--- src/rtl/placar_scan_decoder.sv ---
// Decodes the multiplexed scoreboard 7-segment scan back into score/shot-clock BCD and binary values.
// Optional CHANGE_ONLY_EN: suppress frame_valid for frames identical to the values already published.
module placar_scan_decoder #(
    parameter int SETTLE       = 4,
    parameter int STALE_CYCLES = 1048576
) (
    input  logic       clk,
    input  logic       reset,
    input  logic [3:0] blocos,
    input  logic [6:0] saida,
    output logic [7:0] placar_bcd,
    output logic [7:0] cronos_bcd,
    output logic [6:0] placar_bin,
    output logic [6:0] cronos_bin,
    output logic       frame_valid,
    output logic       seg_err,
    output logic       stale
);

    localparam logic [7:0] SETTLE_C = 8'(SETTLE);
    localparam int         SW       = $clog2(STALE_CYCLES + 1);
    localparam logic [SW-1:0] STALE_C = SW'(STALE_CYCLES);

    typedef enum logic [1:0] {S_IDLE, S_SETTLING, S_CAPTURED} state_t;

    function automatic logic [6:0] bcd_to_bin(input logic [3:0] tens, input logic [3:0] units);
        return ({3'b000, tens} * 7'd10) + {3'b000, units};
    endfunction

    logic [3:0]       blocos_q, pat_q;
    logic [6:0]       saida_q;
    state_t           state_q, state_d;
    logic [7:0]       dwell_q, dwell_d;
    logic [3:0]       mask_q, mask_d;
    logic [3:0][3:0]  shadow_q, shadow_d;
    logic [7:0]       placar_bcd_q, cronos_bcd_q;
    logic [6:0]       placar_bin_q, cronos_bin_q;
    logic             frame_valid_q, frame_valid_d;
    logic             seg_err_q, seg_err_d;
    logic [SW-1:0]    stale_cnt_q, stale_cnt_d;

    logic       one_hot, sample, seg_ok, frame_done;
    logic [1:0] idx;
    logic [3:0] seg_val;
    logic [6:0] lit;
    logic [7:0] placar_new, cronos_new;

    // NOTE: every always_comb output gets a default first so no path leaves it unassigned (no latch).
    always_comb begin
        one_hot = 1'b1;
        idx     = 2'd0;
        case (blocos_q)
            4'b1110: idx = 2'd0;
            4'b1101: idx = 2'd1;
            4'b1011: idx = 2'd2;
            4'b0111: idx = 2'd3;
            default: one_hot = 1'b0;
        endcase
    end

    assign lit = ~saida_q;

    always_comb begin
        seg_ok  = 1'b1;
        seg_val = 4'd0;
        case (lit)
            7'h3F: seg_val = 4'd0;
            7'h06: seg_val = 4'd1;
            7'h5B: seg_val = 4'd2;
            7'h4F: seg_val = 4'd3;
            7'h66: seg_val = 4'd4;
            7'h6D: seg_val = 4'd5;
            7'h7D: seg_val = 4'd6;
            7'h07: seg_val = 4'd7;
            7'h7F: seg_val = 4'd8;
            7'h6F: seg_val = 4'd9;
            default: seg_ok = 1'b0;
        endcase
    end

    // Dwell FSM: a new one-hot pattern counts as cycle 1, so SETTLE==1 samples immediately.
    always_comb begin
        state_d = state_q;
        dwell_d = dwell_q;
        sample  = 1'b0;
        if (!one_hot) begin
            state_d = S_IDLE;
            dwell_d = 8'd0;
        end else if (state_q == S_IDLE || blocos_q != pat_q) begin
            dwell_d = 8'd1;
            state_d = S_SETTLING;
            if (SETTLE_C == 8'd1) begin
                sample  = 1'b1;
                state_d = S_CAPTURED;
            end
        end else if (state_q == S_SETTLING) begin
            dwell_d = dwell_q + 8'd1;
            if (dwell_d == SETTLE_C) begin
                sample  = 1'b1;
                state_d = S_CAPTURED;
            end
        end
    end

    always_comb begin
        shadow_d   = shadow_q;
        mask_d     = mask_q;
        seg_err_d  = seg_err_q;
        frame_done = 1'b0;
        if (sample) begin
            if (seg_ok) begin
                shadow_d[idx] = seg_val;
                mask_d[idx]   = 1'b1;
            end else begin
                seg_err_d = 1'b1;
            end
        end
        if (mask_d == 4'hF) begin
            frame_done = 1'b1;
            mask_d     = 4'h0;
        end
        placar_new = {shadow_d[0], shadow_d[1]};
        cronos_new = {shadow_d[2], shadow_d[3]};
`ifdef CHANGE_ONLY_EN
        frame_valid_d = frame_done && (placar_new != placar_bcd_q || cronos_new != cronos_bcd_q);
`else
        frame_valid_d = frame_done;
`endif
        if (frame_done)
            stale_cnt_d = '0;
        else if (stale_cnt_q != STALE_C)
            stale_cnt_d = stale_cnt_q + SW'(1);
        else
            stale_cnt_d = stale_cnt_q;
    end

    // NOTE: sequential state uses non-blocking assignments so all registers update from pre-edge values.
    always_ff @(posedge clk) begin
        if (reset) begin
            blocos_q      <= 4'hF;
            saida_q       <= 7'h7F;
            pat_q         <= 4'hF;
            state_q       <= S_IDLE;
            dwell_q       <= 8'd0;
            mask_q        <= 4'h0;
            // NOTE: the shadow digits are a tiny register file, reset so a discarded partial frame leaves no residue.
            shadow_q      <= '0;
            placar_bcd_q  <= 8'h00;
            cronos_bcd_q  <= 8'h00;
            placar_bin_q  <= 7'd0;
            cronos_bin_q  <= 7'd0;
            frame_valid_q <= 1'b0;
            seg_err_q     <= 1'b0;
            stale_cnt_q   <= '0;
        end else begin
            blocos_q      <= blocos;
            saida_q       <= saida;
            pat_q         <= blocos_q;
            state_q       <= state_d;
            dwell_q       <= dwell_d;
            mask_q        <= mask_d;
            shadow_q      <= shadow_d;
            frame_valid_q <= frame_valid_d;
            seg_err_q     <= seg_err_d;
            stale_cnt_q   <= stale_cnt_d;
            if (frame_done) begin
                placar_bcd_q <= placar_new;
                cronos_bcd_q <= cronos_new;
                placar_bin_q <= bcd_to_bin(placar_new[7:4], placar_new[3:0]);
                cronos_bin_q <= bcd_to_bin(cronos_new[7:4], cronos_new[3:0]);
            end
        end
    end

    assign placar_bcd  = placar_bcd_q;
    assign cronos_bcd  = cronos_bcd_q;
    assign placar_bin  = placar_bin_q;
    assign cronos_bin  = cronos_bin_q;
    assign frame_valid = frame_valid_q;
    assign seg_err     = seg_err_q;
    assign stale       = (stale_cnt_q == STALE_C);

endmodule

--- config.mk ---
export PLATFORM = sky130hd
export DESIGN_NAME = placar_scan_decoder
export DESIGN_NICKNAME = d
export VERILOG_FILES = /design/src/rtl/placar_scan_decoder.sv
export SDC_FILE = /design/constraint.sdc
export NUM_CORES = 1
export LEC_CHECK = 0
export ABC_CLOCK_PERIOD_IN_PS = 3700
export CAP_MARGIN = 25
export CORE_UTILIZATION = 45
export CTS_CLUSTER_DIAMETER = 60
export DETAILED_ROUTE_END_ITERATION = 10
export PLACE_DENSITY = 0.68
export SYNTH_ARGS = -nofsm -noshare
export SYNTH_HDL_FRONTEND = slang
export SYNTH_SLANG_ARGS = --single-unit
--- constraint.sdc ---
create_clock -name clk -period 3.7 [get_ports clk]
set_input_delay 1.11 -clock clk [delete_from_list [all_inputs] [get_ports clk]]
set_output_delay 1.11 -clock clk [all_outputs]
set_load 0.01 [all_outputs]
==> impl_metrics.yaml, run 1 <==
grt:
  grtUsageTotal_pct: 19.2
  overflow: 0
  grt_pass1_wl_mm: 15.5
  grt_pass1_vias: 3421
  grt_max_degree: 52
  grt_antenna_before_repair: 0
floorplanning:
  chipHeight_um: 103
  coreArea_um2: 9820
  dieArea_um2: 10500
  io_pins: 46
  die_w_um: 103
  start_util_pct: 46.5
  rows: 36
synth:
  ys_ff_latch: 96
  avgSynthCellArea_um2: 9.33
  synthDistinctLibCells: 51
  syn_inst: 489
  synth_area_um2: 4560
  synth_warnings: 0
  yosysSeqAreaShare_pct: 42.1
  ys.flop_type: "dfxtp_1"
  synth_edf_count: 0
  synthArstFlopShare_pct: 0
  synth_fp_nets: 522
place:
  place_area_um2: 5380
  dp_cells: 683
  place_ws_ps: -119
  port_buffers: 45
  dp_hpwl_mm: 6.70
  place.gp.congestion: 0.809
layout:
  final_cell_area_um2: 5940
  mostFrequentLayoutCells: "nor2_1 (97), dfxtp_1 (87), buf_4 (51), clkdlybuf4s50_1 (44), mux2i_1 (24)"
  seq_area_um2: 1950
  final_cells: 710
  multi_input_area_um2: 2700
  fillerInstances: 850
  drive_above_1_share_pct: 26.2
  diodes: 0
  layout_commonest_cell: "nor2_1"
  nNetsFinal: 605
  areaGrowthSynthToFinish_pct: 30.2
status:
  status: "finished clean"
cts:
  cts_buffer_depth: 2
  clock_latency_ps: 380
  cts_buffers: 9
  root_buffer: "clkbuf_8"
  clkTransAtPathRegs_ps: 110
  clock_sinks: 96
  cts_tree: "yes"
  htreeDepth: 3
critical_path:
  cp_max_fo: 6
  end_kind: "register"
  worstReg2RegStart: "dwell_q[1]$_SDFFE_PP0P_"
  critPathLaunch: "dwell_q[1]$_SDFFE_PP0P_"
  r2r.worst_path.cells: 18
  startpoint_type: "register"
  crit_arrival_ps: 3920
  path_class: "reg2reg"
  crit_required_ps: 3960
power_and_ir_drop:
  ir_drop_uv: 332
  p_sw_w: 0.000477
  leakagePower_nw: 2.25
  clkPwrFrac_pct: 38.9
  seqPwrFrac_pct: 55.9
  p_comb_share_pct: 5.2
  p_sw_share_pct: 25.2
  power.internal_w: 0.00142
  pwr_density_cell_nw_per_um2: 319
drt:
  wirelength_mm: 9.97
  drtAntennaViolNets: 0
  avgViaCountPerCell: 5.02
  vias: 3565
  drt_pass1_iterations: 4
  drt_iter0_drc: 93
  drc: 0
  wl_per_cell_um: 14.0
sta:
  fin_crit_ps: 3660
  clock.fmax_mhz: 274
  timing.slew.headroom_pct: 64.1
  skew_ps: 10.8
  fin_crit_sh_pct: 98.8
  hold_viol_final: 0
  setup-violations-final: 0
  maxSlewViolCount: 0
  worst_pin_slew_ps: 531
  rsz0062_at_grt: "true"
  layout_setup_ws_ps: 44.7
worst_hold_path:
  hold_start: "seg_err$_SDFFE_PP0P_"
  whs_path_depth: 2
  hold_class: "reg2reg"
job:
  cap_violations: 0
==> what timing repair did <==
item / CTS / global route
hold buffers: 0 / 0
endpoints found under the setup margin: 2 / 3
setup buffers: 0 / 11
pin swaps: 2 / 28
gates resized for setup: 4 / 52
==> final cells by class <==
| class | instances | area share (%) |
|---|---|---|
| Clock inverter | 7 | 1.54 |
| Clock buffer | 9 | 2.08 |
| Sequential cell | 96 | 32.8 |
| Tap cell | 133 | 2.80 |
| Inverter | 17 | 1.07 |
| Timing Repair Buffer | 98 | 14.3 |
| Multi-Input combinational cell | 350 | 45.4 |
==> metal layers <==
metal,track usage [%],routed length (µm),vias up
met5,0,0,-
met3,5.29,334,14
met4,7.58,163,0
met2,31.6,4880,43
li1,-,-,1812
met1,23.9,4590,1696
==> through the flow <==
step	power, W	setup TNS (ps)	utilization [%]	hold slack (ps)
after CTS	0.00191	-138	57.1	511
after global routing	0.00198	-446	60.5	529
after global placement	0.00117	0	54.8	466
after floorplan	0.00114	-19.4	-	455
final	0.00189	0	60.5	500
after detailed placement	0.00117	-179	54.8	484
==> cells in the mapped netlist, drive strengths merged, types with 8 or more instances <==
library cell / n / share of area, %
or2: 17 / 2.3
a21oi: 9 / 0.99
o21ai: 12 / 1.3
nand4: 12 / 1.9
xor2: 21 / 4.0
nand3: 14 / 1.6
inv: 17 / 1.4
nor2b: 8 / 1.1
mux2i: 28 / 6.1
buf: 15 / 2.3
dfxtp: 96 / 42
nand2: 15 / 1.2
nor2: 99 / 8.1
ha: 16 / 4.4
clkbuf: 11 / 0.93
xnor2: 23 / 4.4
a211oi: 11 / 3.0
==> path summary, 6_finish.rpt <==
check / slack [ps] / to
setup / recovery: 40 / cronos_bin[6]$_SDFFE_PP0P_
hold / removal: 500 / seg_err$_SDFFE_PP0P_
setup reg to reg: 40 / cronos_bin[6]$_SDFFE_PP0P_
hold reg to reg: 500 / seg_err$_SDFFE_PP0P_
==> power by group through the flow <==
| stage | registers [W] | clock network (W) | logic (W) |
|---|---|---|---|
| after floorplan | 0.00108 | 0 | 0.0000640 |
| after global placement | 0.00108 | 0 | 0.0000912 |
| after detailed placement | 0.00108 | 0 | 0.0000915 |
| after global routing | 0.00106 | 0.000805 | 0.000109 |
| after CTS | 0.00106 | 0.000756 | 0.0000928 |
| final | 0.00106 | 0.000737 | 0.0000988 |
==> critical path, stage by stage, from the launching register on <==
cell and delay (ps):
dfxtp_4 420, ha_4 180, xor2_2 190, nand3_1 150, nor4_4 170, nand4_1 170, nor2_2 230, buf_6 150
mux2i_2 240, inv_1 120, ha_4 180, ha_4 150, inv_2 60, fa_1 420, nor3b_2 210, xor2_1 210
xnor2_1 100, mux2i_1 140, nor2_1 50
==> state kept, by name (all words and copies together), names as in the netlist <==
signal / flops
blocos_q: 4
pat_q: 4
seg_err: 1
shadow_q: 16
frame_valid: 1
stale_cnt_q: 21
state_q: 2
mask_q: 4
cronos_bin: 6
saida_q: 7
placar_bin: 6
cronos_bcd: 8
dwell_q: 8
placar_bcd: 8
==> cells by family (layout without fill, tap and decap cells) <==
family	Yosys count	count (layout)	synth area share, %
adders and majority gates	20	20	6.14
DFF	96	96	42.1
buffers and inverters	43	131	4.66
muxes	30	30	6.64
xor gates and xnor gates	44	44	8.45
and+or+nand+nor	207	207	23.4
AOI/OAI and AO/OA	49	49	8.58
(Power assumes the default switching activity.)
==> inputs of run 2 (changes only) <==
--- a/config.mk
+++ b/config.mk
@@ -11,6 +11,7 @@
 export CTS_CLUSTER_DIAMETER = 60
 export DETAILED_ROUTE_END_ITERATION = 10
 export PLACE_DENSITY = 0.68
+export SETUP_SLACK_MARGIN = 0.15
 export SYNTH_ARGS = -nofsm -noshare
 export SYNTH_HDL_FRONTEND = slang
 export SYNTH_SLANG_ARGS = --single-unit
==> run 2 against run 1 <==
Critical path depth fell by 4; core utilization decreased by 2.6 points; critical path type unchanged; maximum frequency about the same; register-to-register slack hardly changed; first-iteration DRC count increased by 40%; largest cell class unchanged; routed wire length is 5.1% lower; via count is 2.6% lower; non-clock buffer count shrank 17; final area fell by 4.3%; highest routed layer unchanged; sequential power is essentially flat; global-route usage up 0.13 points; sequential share of layout area rose by 1.6 points.
==> impl_metrics.yaml, run 2 (synthesis gave the netlist of run 1 again) <==
sta:
  hold_viol_final: 0
  skew_ps: 10.5
  layout_setup_ws_ps: 42.4
  setup-violations-final: 0
  clock.fmax_mhz: 273
  timing.slew.headroom_pct: 65.0
  worst_pin_slew_ps: 521
  maxSlewViolCount: 0
  rsz0062_at_grt: "true"
  fin_crit_sh_pct: 98.9
  fin_crit_ps: 3660
layout:
  largest_reg_flops: 21
  areaGrowthSynthToFinish_pct: 24.6
  largest-register: "stale_cnt_q"
  diodes: 0
  reg_top3: "stale_cnt_q (21), shadow_q (16)"
  fin_util_pct: 57.9
  nNetsFinal: 588
  drive_above_1_share_pct: 22.1
  layout_commonest_cell: "nor2_1"
  fillerInstances: 920
  mostFrequentLayoutCells: "nor2_1 (97), dfxtp_1 (85), clkdlybuf4s50_1 (44), buf_4 (33), mux2i_1 (27)"
worst_hold_path:
  hold_class: "reg2reg"
  hold_start: "state_q[0]$_SDFFE_PP0P_"
critical_path:
  cpMaxStageDelayCell: "or4_4"
  cp_max_fo: 9
  critPathMaxStageDelay_ps: 570
  cp_cell_sequence: "or4_4 -> or4b_4 -> o21ai_2 -> nor2_1 -> o21ai_1 -> o21ai_2 -> ha_1 -> ha_2 -> fa_1 -> nand2_1 -> nor2_1 -> xor2_1 -> xnor2_1 -> a211oi_2"
  worstReg2RegStart: "saida_q[1]$_SDFF_PP1_"
  critPathLaunch: "saida_q[1]$_SDFF_PP1_"
  path_class: "reg2reg"
  end_kind: "register"
  crit_arrival_ps: 3950
  startpoint_type: "register"
  crit_required_ps: 3990
cts:
  cts_buffer_depth: 2
  cts_buffers: 9
  cts_tree: "yes"
  cts_hold_repair.buffers: 0
  clkTransAtPathRegs_ps: 90
  clock_sinks: 96
  clock_latency_ps: 370
  root_buffer: "clkbuf_8"
  htreeDepth: 3
place:
  place.gp.congestion: 0.849
  port_buffers: 45
  dp_hpwl_mm: 6.64
  place_ws_ps: -17.6
status:
  status: "finished clean"
floorplanning:
  coreArea_um2: 9820
  io_pins: 46
  rows: 36
  start_util_pct: 46.5
  dieArea_um2: 10500
  chipHeight_um: 103
  die_w_um: 103
drt:
  drt_pass1_iterations: 4
  drc: 0
  drtAntennaViolNets: 0
  avgViaCountPerCell: 5.01
  vias: 3473
  wl_per_cell_um: 13.6
  drt_iter0_drc: 130
  wirelength_mm: 9.46
grt:
  grt_antenna_before_repair: 0
  grt_max_degree: 41
  overflow: 0
  grt_pass1_wl_mm: 15.7
  grt_pass1_vias: 3340
  grtUsageTotal_pct: 19.4
power_and_ir_drop:
  ir_drop_uv: 230
  pwr_density_cell_nw_per_um2: 312
  power.internal_w: 0.00135
  seqPwrFrac_pct: 59.8
  leakagePower_nw: 2.14
  p_sw_share_pct: 24.1
  clkPwrFrac_pct: 35.0
  p_sw_w: 0.000428
  p_comb_share_pct: 5.1
job:
  cap_violations: 0
==> run 2: changes by cell type in the layout (fill, tap and decap cells not counted), moves of 3 or more <==
cell,before,now
ha_1,9,12
ha_4,7,2
mux2i_1,24,27
buf_4,51,33
clkinv_4,3,0
==> run 2: critical path: cells and delay by family, from the launching register on <==
kind | cells | cell delay [ps]
AOI/OAI and AO/OA | 4 | 550
DFF | 1 | 380
adders and majority gates | 3 | 1020
and+or+nand+nor | 5 | 1360
xor gates and xnor gates | 2 | 280
==> run 2: cell type report <==
cell class | count | area [µm²] | share of cell area [%]
multi-input cells | 350 | 2600 | 45.7
flip-flops and latches | 96 | 1960 | 34.4
repair buffers | 81 | 727 | 12.8
well taps | 133 | 166 | 2.93
clock buffers | 11 | 141 | 2.49
inverters | 17 | 63.8 | 1.12
clock inverters | 5 | 32.5 | 0.572
==> run 2: per-layer routing <==
layer	vias to the layer above	global-route usage, %	part of all wire [%]
met5	-	0	0
met4	0	7.80	1.7
met3	14	4.20	2.5
met2	45	31.4	48
met1	1627	25.0	48
li1	1787	-	-
==> run 2: path summary, 6_finish.rpt <==
kind,cells past startpoint,slack [ps],end
setup / recovery,14,40,placar_bin[6]$_SDFFE_PP0P_
hold / removal,2,500,state_q[0]$_SDFFE_PP0P_
setup reg to reg,14,40,placar_bin[6]$_SDFFE_PP0P_
hold reg to reg,2,500,state_q[0]$_SDFFE_PP0P_
==> run 2: per-stage QoR <==
step | power, W | setup TNS [ps] | std cells | hold slack [ps] | cell area (µm²)
floorplan | 0.00114 | -7.44 | 489 | 455 | 4640
global placement | 0.00117 | 0 | 668 | 469 | 5300
detailed placement | 0.00117 | -17.6 | 668 | 486 | 5300
CTS | 0.00179 | 0 | 689 | 504 | 5560
global route | 0.00185 | -401 | 693 | 522 | 5690
finish | 0.00177 | 0 | 693 | 497 | 5690
==> run 2: repair_timing <==
item	4_1_cts	5_1_grt
pin swaps	11	6
resized for setup	14	20
endpoints found under the hold margin	0	0
endpoints found under the setup margin	2	4
buffers inserted	5	4
==> run 2: power groups by stage <==
stage | combinational (W) | clock (W) | sequential [W]
after floorplan | 0.0000650 | 0 | 0.00108
after global placement | 0.0000835 | 0 | 0.00109
after detailed placement | 0.0000845 | 0 | 0.00109
after CTS | 0.0000876 | 0.000643 | 0.00106
after global routing | 0.000101 | 0.000682 | 0.00107
final | 0.0000908 | 0.000622 | 0.00106
==> inputs of run 3 (changes only) <==
--- a/config.mk
+++ b/config.mk
@@ -9,8 +9,10 @@
 export CAP_MARGIN = 25
 export CORE_UTILIZATION = 45
 export CTS_CLUSTER_DIAMETER = 60
+export CTS_CLUSTER_SIZE = 10
 export DETAILED_ROUTE_END_ITERATION = 10
 export PLACE_DENSITY = 0.68
+export REMOVE_ABC_BUFFERS = 1
 export SETUP_SLACK_MARGIN = 0.15
 export SYNTH_ARGS = -nofsm -noshare
 export SYNTH_HDL_FRONTEND = slang
==> run 3 against run 2 <==
Final cell count is 3.0% higher; core utilization increased by 1.5 points; largest power group unchanged; hold slack is essentially flat; highest routed layer unchanged.
==> impl_metrics.yaml, run 3 (synthesis gave the netlist of run 1 again) <==
status:
  status: "finished clean"
grt:
  grt_antenna_before_repair: 0
  grt_pass1_wl_mm: 15.7
  grtUsageTotal_pct: 19.2
  overflow: 0
  grt_pass1_vias: 3526
  grt_max_degree: 33
sta:
  tns_ps: 0
  hold_viol_final: 0
  setup-violations-final: 0
  skew_ps: 20.1
  hold_ws_ps: 498
  maxSlewViolCount: 0
  fin_crit_sh_pct: 98.2
  clock.fmax_mhz: 275
  rsz0062_at_grt: "true"
  worst_pin_slew_ps: 506
  fin_crit_ps: 3630
  timing.slew.headroom_pct: 66.1
drt:
  drtAntennaViolNets: 0
  drt_pass1_iterations: 4
  avgViaCountPerCell: 5.05
  drt_iter0_drc: 129
  vias: 3609
  wl_per_cell_um: 13.5
  drc: 0
  wirelength_mm: 9.65
critical_path:
  cpMaxStageDelayCell: "fa_1"
  critPathMaxStageDelay_ps: 480
  crit_arrival_ps: 3900
  crit_top_cell: "mux2i_1"
  end_kind: "register"
  path_class: "reg2reg"
  cp_cell_sequence: "ha_4 -> xor2_2 -> nand3_2 -> nor4_4 -> nand4_1 -> nor2_2 -> mux2i_1 -> inv_1 -> ha_1 -> ha_2 -> inv_2 -> fa_1 -> nor3b_2 -> xor2_1 -> xnor2_1 -> mux2i_1 -> nor2_1"
  crit_required_ps: 3970
  cp_max_fo: 6
  startpoint_type: "register"
cts:
  clock_sinks: 96
  cts_buffer_depth: 2
  root_buffer: "clkbuf_8"
  clkTransAtPathRegs_ps: 100
  htreeDepth: 3
  clock_latency_ps: 390
  cts_buffers: 9
  cts_tree: "yes"
worst_hold_path:
  hold_class: "reg2reg"
power_and_ir_drop:
  leakagePower_nw: 2.25
  pwr_density_cell_nw_per_um2: 317
  fin_total_pwr_w: 0.00185
  ir_drop_uv: 226
layout:
  fillerInstances: 912
  multi_input_area_um2: 2590
  drive_above_1_share_pct: 25.0
  diodes: 0
  mostFrequentLayoutCells: "nor2_1 (94), dfxtp_1 (89), buf_4 (55), clkdlybuf4s50_1 (44), mux2i_1 (27)"
  layout_commonest_cell: "nor2_1"
  final_cell_area_um2: 5830
  fin_util_pct: 59.4
  seq_area_um2: 1940
  reg_top3: "stale_cnt_q (21), shadow_q (16)"
  largest_reg_flops: 21
  areaGrowthSynthToFinish_pct: 27.8
  nNetsFinal: 609
  largest-register: "stale_cnt_q"
job:
  cap_violations: 0
floorplanning:
  chipHeight_um: 103
  coreArea_um2: 9820
  start_util_pct: 46.5
  rows: 36
  die_w_um: 103
  io_pins: 46
  dieArea_um2: 10500
place:
  place.gp.congestion: 0.852
  place_area_um2: 5400
  port_buffers: 45
  dp_hpwl_mm: 6.88
==> run 3: changes by cell type in the layout (fill, tap and decap cells not counted), sizes merged <==
cell and change:
inv +2, clkinv +2, clkinvlp -3, clkbuf -1
buf +21
==> run 3: layout make-up <==
type	instances	area share, %
clock buffer	10	2.36
inverter	17	1.09
clock inverter	6	1.07
sequential	96	33.2
multi-input combinational	350	44.3
tap	133	2.85
timing repair buffer	102	15.1
==> run 3: power by group <==
part / internal [W] / switching, W / leakage, nW / total, W
clock: 0.000279 / 0.000410 / 0.102 / 0.000689
sequential: 0.00105 / 0.0000141 / 0.779 / 0.00106
combinational: 0.0000488 / 0.0000528 / 1.37 / 0.000102
==> run 3: stage by stage <==
| step | setup slack, ps | cells |
|---|---|---|
| CTS | 135 | 711 |
| global route | -119 | 714 |
| detailed placement | -68.6 | 691 |
| floorplan | -466 | 463 |
| finish | 65.8 | 714 |
| global placement | 29.6 | 691 |
==> run 3: path summary, 6_finish.rpt <==
check | slack [ps] | from | cells after the start | to
worst max-delay path | 70 | dwell_q[0]$_SDFFE_PP0P_ | 17 | cronos_bin[6]$_SDFFE_PP0P_
worst min-delay path | 500 | state_q[0]$_SDFFE_PP0P_ | 2 | state_q[0]$_SDFFE_PP0P_
worst max register to register | 70 | dwell_q[0]$_SDFFE_PP0P_ | 17 | cronos_bin[6]$_SDFFE_PP0P_
worst min register to register | 500 | state_q[0]$_SDFFE_PP0P_ | 2 | state_q[0]$_SDFFE_PP0P_
==> run 3: what timing repair did <==
action	in CTS	in global routing
hold buffers	0	0
setup buffers	4	3
pin swaps	16	14
gates resized for setup	24	23
endpoints found under the setup margin	4	5
==> run 3: worst max-delay path, delay by kind of cell, from the launching register on <==
kind                       cells  cell delay [ps]
adders and majority gates      4             1110
and+or+nand+nor                6             1040
xor gates and xnor gates       3              480
DFF                            1              390
muxes                          2              400
buffers and inverters          2              120
==> run 3: metal layers <==
layer / global-route usage, % / part of all wire, %
met4: 8.35 / 2.0
met2: 34.3 / 51
met1: 21.9 / 44
met5: 0 / 0
met3: 4.20 / 2.9
==> edit: new RTL, config.mk and constraints of run 2 <==
The parameter `STALE_CYCLES` goes from 1048576 to 2097152.
--- a/src/rtl/placar_scan_decoder.sv
+++ b/src/rtl/placar_scan_decoder.sv
@@ -2,7 +2,7 @@
 // Optional CHANGE_ONLY_EN: suppress frame_valid for frames identical to the values already published.
 module placar_scan_decoder #(
     parameter int SETTLE       = 4,
-    parameter int STALE_CYCLES = 1048576
+    parameter int STALE_CYCLES = 2097152
 ) (
     input  logic       clk,
     input  logic       reset,
Behaviour: no difference found for any inputs over 10 cycles, from zero or initial values and one cycle with reset high; that may be too few to reach the edited logic, so the function may still have changed.
==> edit against run 2 <==
Largest cell class unchanged; synthesized area decreased by 0.25%; final area increased by 0.99%; critical endpoint is now cronos_bin[6]$_SDFFE_PP0P_; routed wire length about the same; first-iteration DRC count increased by 36%; setup slack improved by 0.096 ns; via count decreased by 0.78%; total power increased by 8.4%; sequential cell count increased by 1.
==> edit: results (changes against run 2) <==
[routing]
drt_iter0_drc=177  ; was 130
vias_per_cell=5.10  ; was 5.01
drt-pass1-iter-count=4  ; unchanged
wirelength_um=9470  ; was 9460 µm

[placed_design]
placed_cell_area_mm2=0.00520  ; was 0.00530 mm²
place_congestion=0.820  ; was 0.849
dp_hpwl_um=6430  ; was 6640 µm
place_inst=641  ; was 668
port_buffers=45  ; unchanged
post-place-ws_ns=-0.0222  ; was -0.0176 ns

[setup_path]
crit_path_top_delay_cell=fa_1  ; was or4_4
arrival_ns=3.81  ; was 3.95 ns
crit_path_max_fanout=5  ; was 9
r2r_slack_ns=0.14  ; was 0.04 ns
start_kind=flop  ; unchanged
crit_family=adder cells  ; was simple AND/OR/NAND/NOR gates
worst_r2r_endpoint=cronos_bin[6]$_SDFFE_PP0P_  ; was placar_bin[6]$_SDFFE_PP0P_
max_stage_delay_ns=0.49  ; was 0.57 ns
r2r-start=dwell_q[4]$_SDFFE_PP0P_  ; was saida_q[1]$_SDFF_PP1_

[clock_tree]
root_buffer=clkbuf_8  ; unchanged
clk_latency_ns=0.38
htreeDepth=3  ; unchanged
cts_buffers=9  ; unchanged

[hold_path]
hold_end=cronos_bin[1]$_SDFFE_PP0P_  ; was state_q[0]$_SDFFE_PP0P_
hold-path-cell-count=1  ; was 2
holdCritStartpoint=cronos_bin[1]$_SDFFE_PP0P_  ; was state_q[0]$_SDFFE_PP0P_

[timing]
skew_ns=0.0161  ; was 0.0105 ns
whs_ns=0.469  ; was 0.497 ns
relSlewSlack_pct=38.9  ; was 65.0%

[yosys]
synth_common_cells=dfxtp_1 (97), nor2_1 (64), inv_1 (33)  ; was nor2_1 (99), dfxtp_1 (96), mux2i_1 (28)
synth.distinct_cells=52  ; was 51
ys_async_sr_fraction_pct=0  ; unchanged
syn_avg_cell_area_um2=9.77  ; was 9.33 µm²
syn_nets=499  ; was 522
synth_top_cells_by_area=dfxtp_1 (43%), nor2_1 (5.3%), ha_1 (4.4%)  ; was dfxtp_1 (42%), nor2_1 (8.1%), mux2i_1 (6.1%)
ys_warn_count=0  ; unchanged
ys_seq_area_share_pct=42.7  ; was 42.1%

[global_route]
antenna_found_initial=0  ; unchanged
grt_pass1_wl_um=15400  ; was 15700 µm
grt_max_degree=32  ; was 41
grt_util_all_layers_pct=19.1  ; was 19.4%
grt_pass1_vias=3382  ; was 3340

[pwr]
switching_share_pct=23.0  ; was 24.1%
ir_drop_mv=0.336  ; was 0.230 mV
p_leak_uw=0.00224  ; was 0.00214 µW

[final_layout]
layoutNonFillerInstCount=676  ; was 693
drive_above_1_share_pct=24.5  ; was 22.1%
nNetsFinal=571  ; was 588
top_regs=stale_cnt_q x22, shadow_q x16  ; was stale_cnt_q x21, shadow_q x16

[status]
run_status=finished, final reports clean  ; unchanged

edit: final cells by class:
class                      count  area (µm²)
multi-input combinational    311        2500
clock buffer                   9         124
clock inverter                 7        93.8
tap                          133         166
timing repair buffer          86         762
sequential                    97        1970
inverter                      33         124
fill                         880        4030
edit: worst max-delay path by stage:
stage                                      end  slack, ns  cells after the start
detailed placement  cronos_bin[6]$_SDFFE_PP0P_      -0.02                     15
global route        cronos_bin[6]$_SDFFE_PP0P_      -0.02                     15
global placement    cronos_bin[6]$_SDFFE_PP0P_       0.11                     15
CTS                 cronos_bin[6]$_SDFFE_PP0P_       0.15                     14
floorplan           cronos_bin[6]$_SDFFE_PP0P_       0.15                     15
finish              cronos_bin[6]$_SDFFE_PP0P_       0.14                     14
edit: logic make-up after synthesis:
group,after synthesis,share of synthesized area [%]
XOR/XNOR,44,8.47
adder cells (fa/ha/maj),20,6.16
buffers and inverters,58,5.97
AND/OR/NAND/NOR,163,18.6
multiplexers,13,2.97
flip-flops,97,42.7
AO/OA/AOI/OAI,71,15.1
edit: metal layers:
metal,wire length [µm],vias up,global-route usage [%]
li1,-,1734,-
met5,0,-,0
met3,278,12,5.76
met2,4720,45,33.7
met4,164,0,6.15
met1,4310,1655,22.1
edit: power by group through the flow:
stage	clock (µW)	sequential (µW)	combinational [µW]
after global placement	0	1100	85.8
after detailed placement	0	1100	86.6
after global routing	818	1080	104
final	752	1080	94.1
after CTS	776	1080	92.0
after floorplan	0	1090	72.0
edit: what timing repair did:
item | 4_1_cts | 5_1_grt
hold endpoints to repair | 0 | 0
setup buffers | 7 | 12
gates resized for setup | 20 | 23
pin swaps | 6 | 14
setup endpoints to repair | 2 | 4
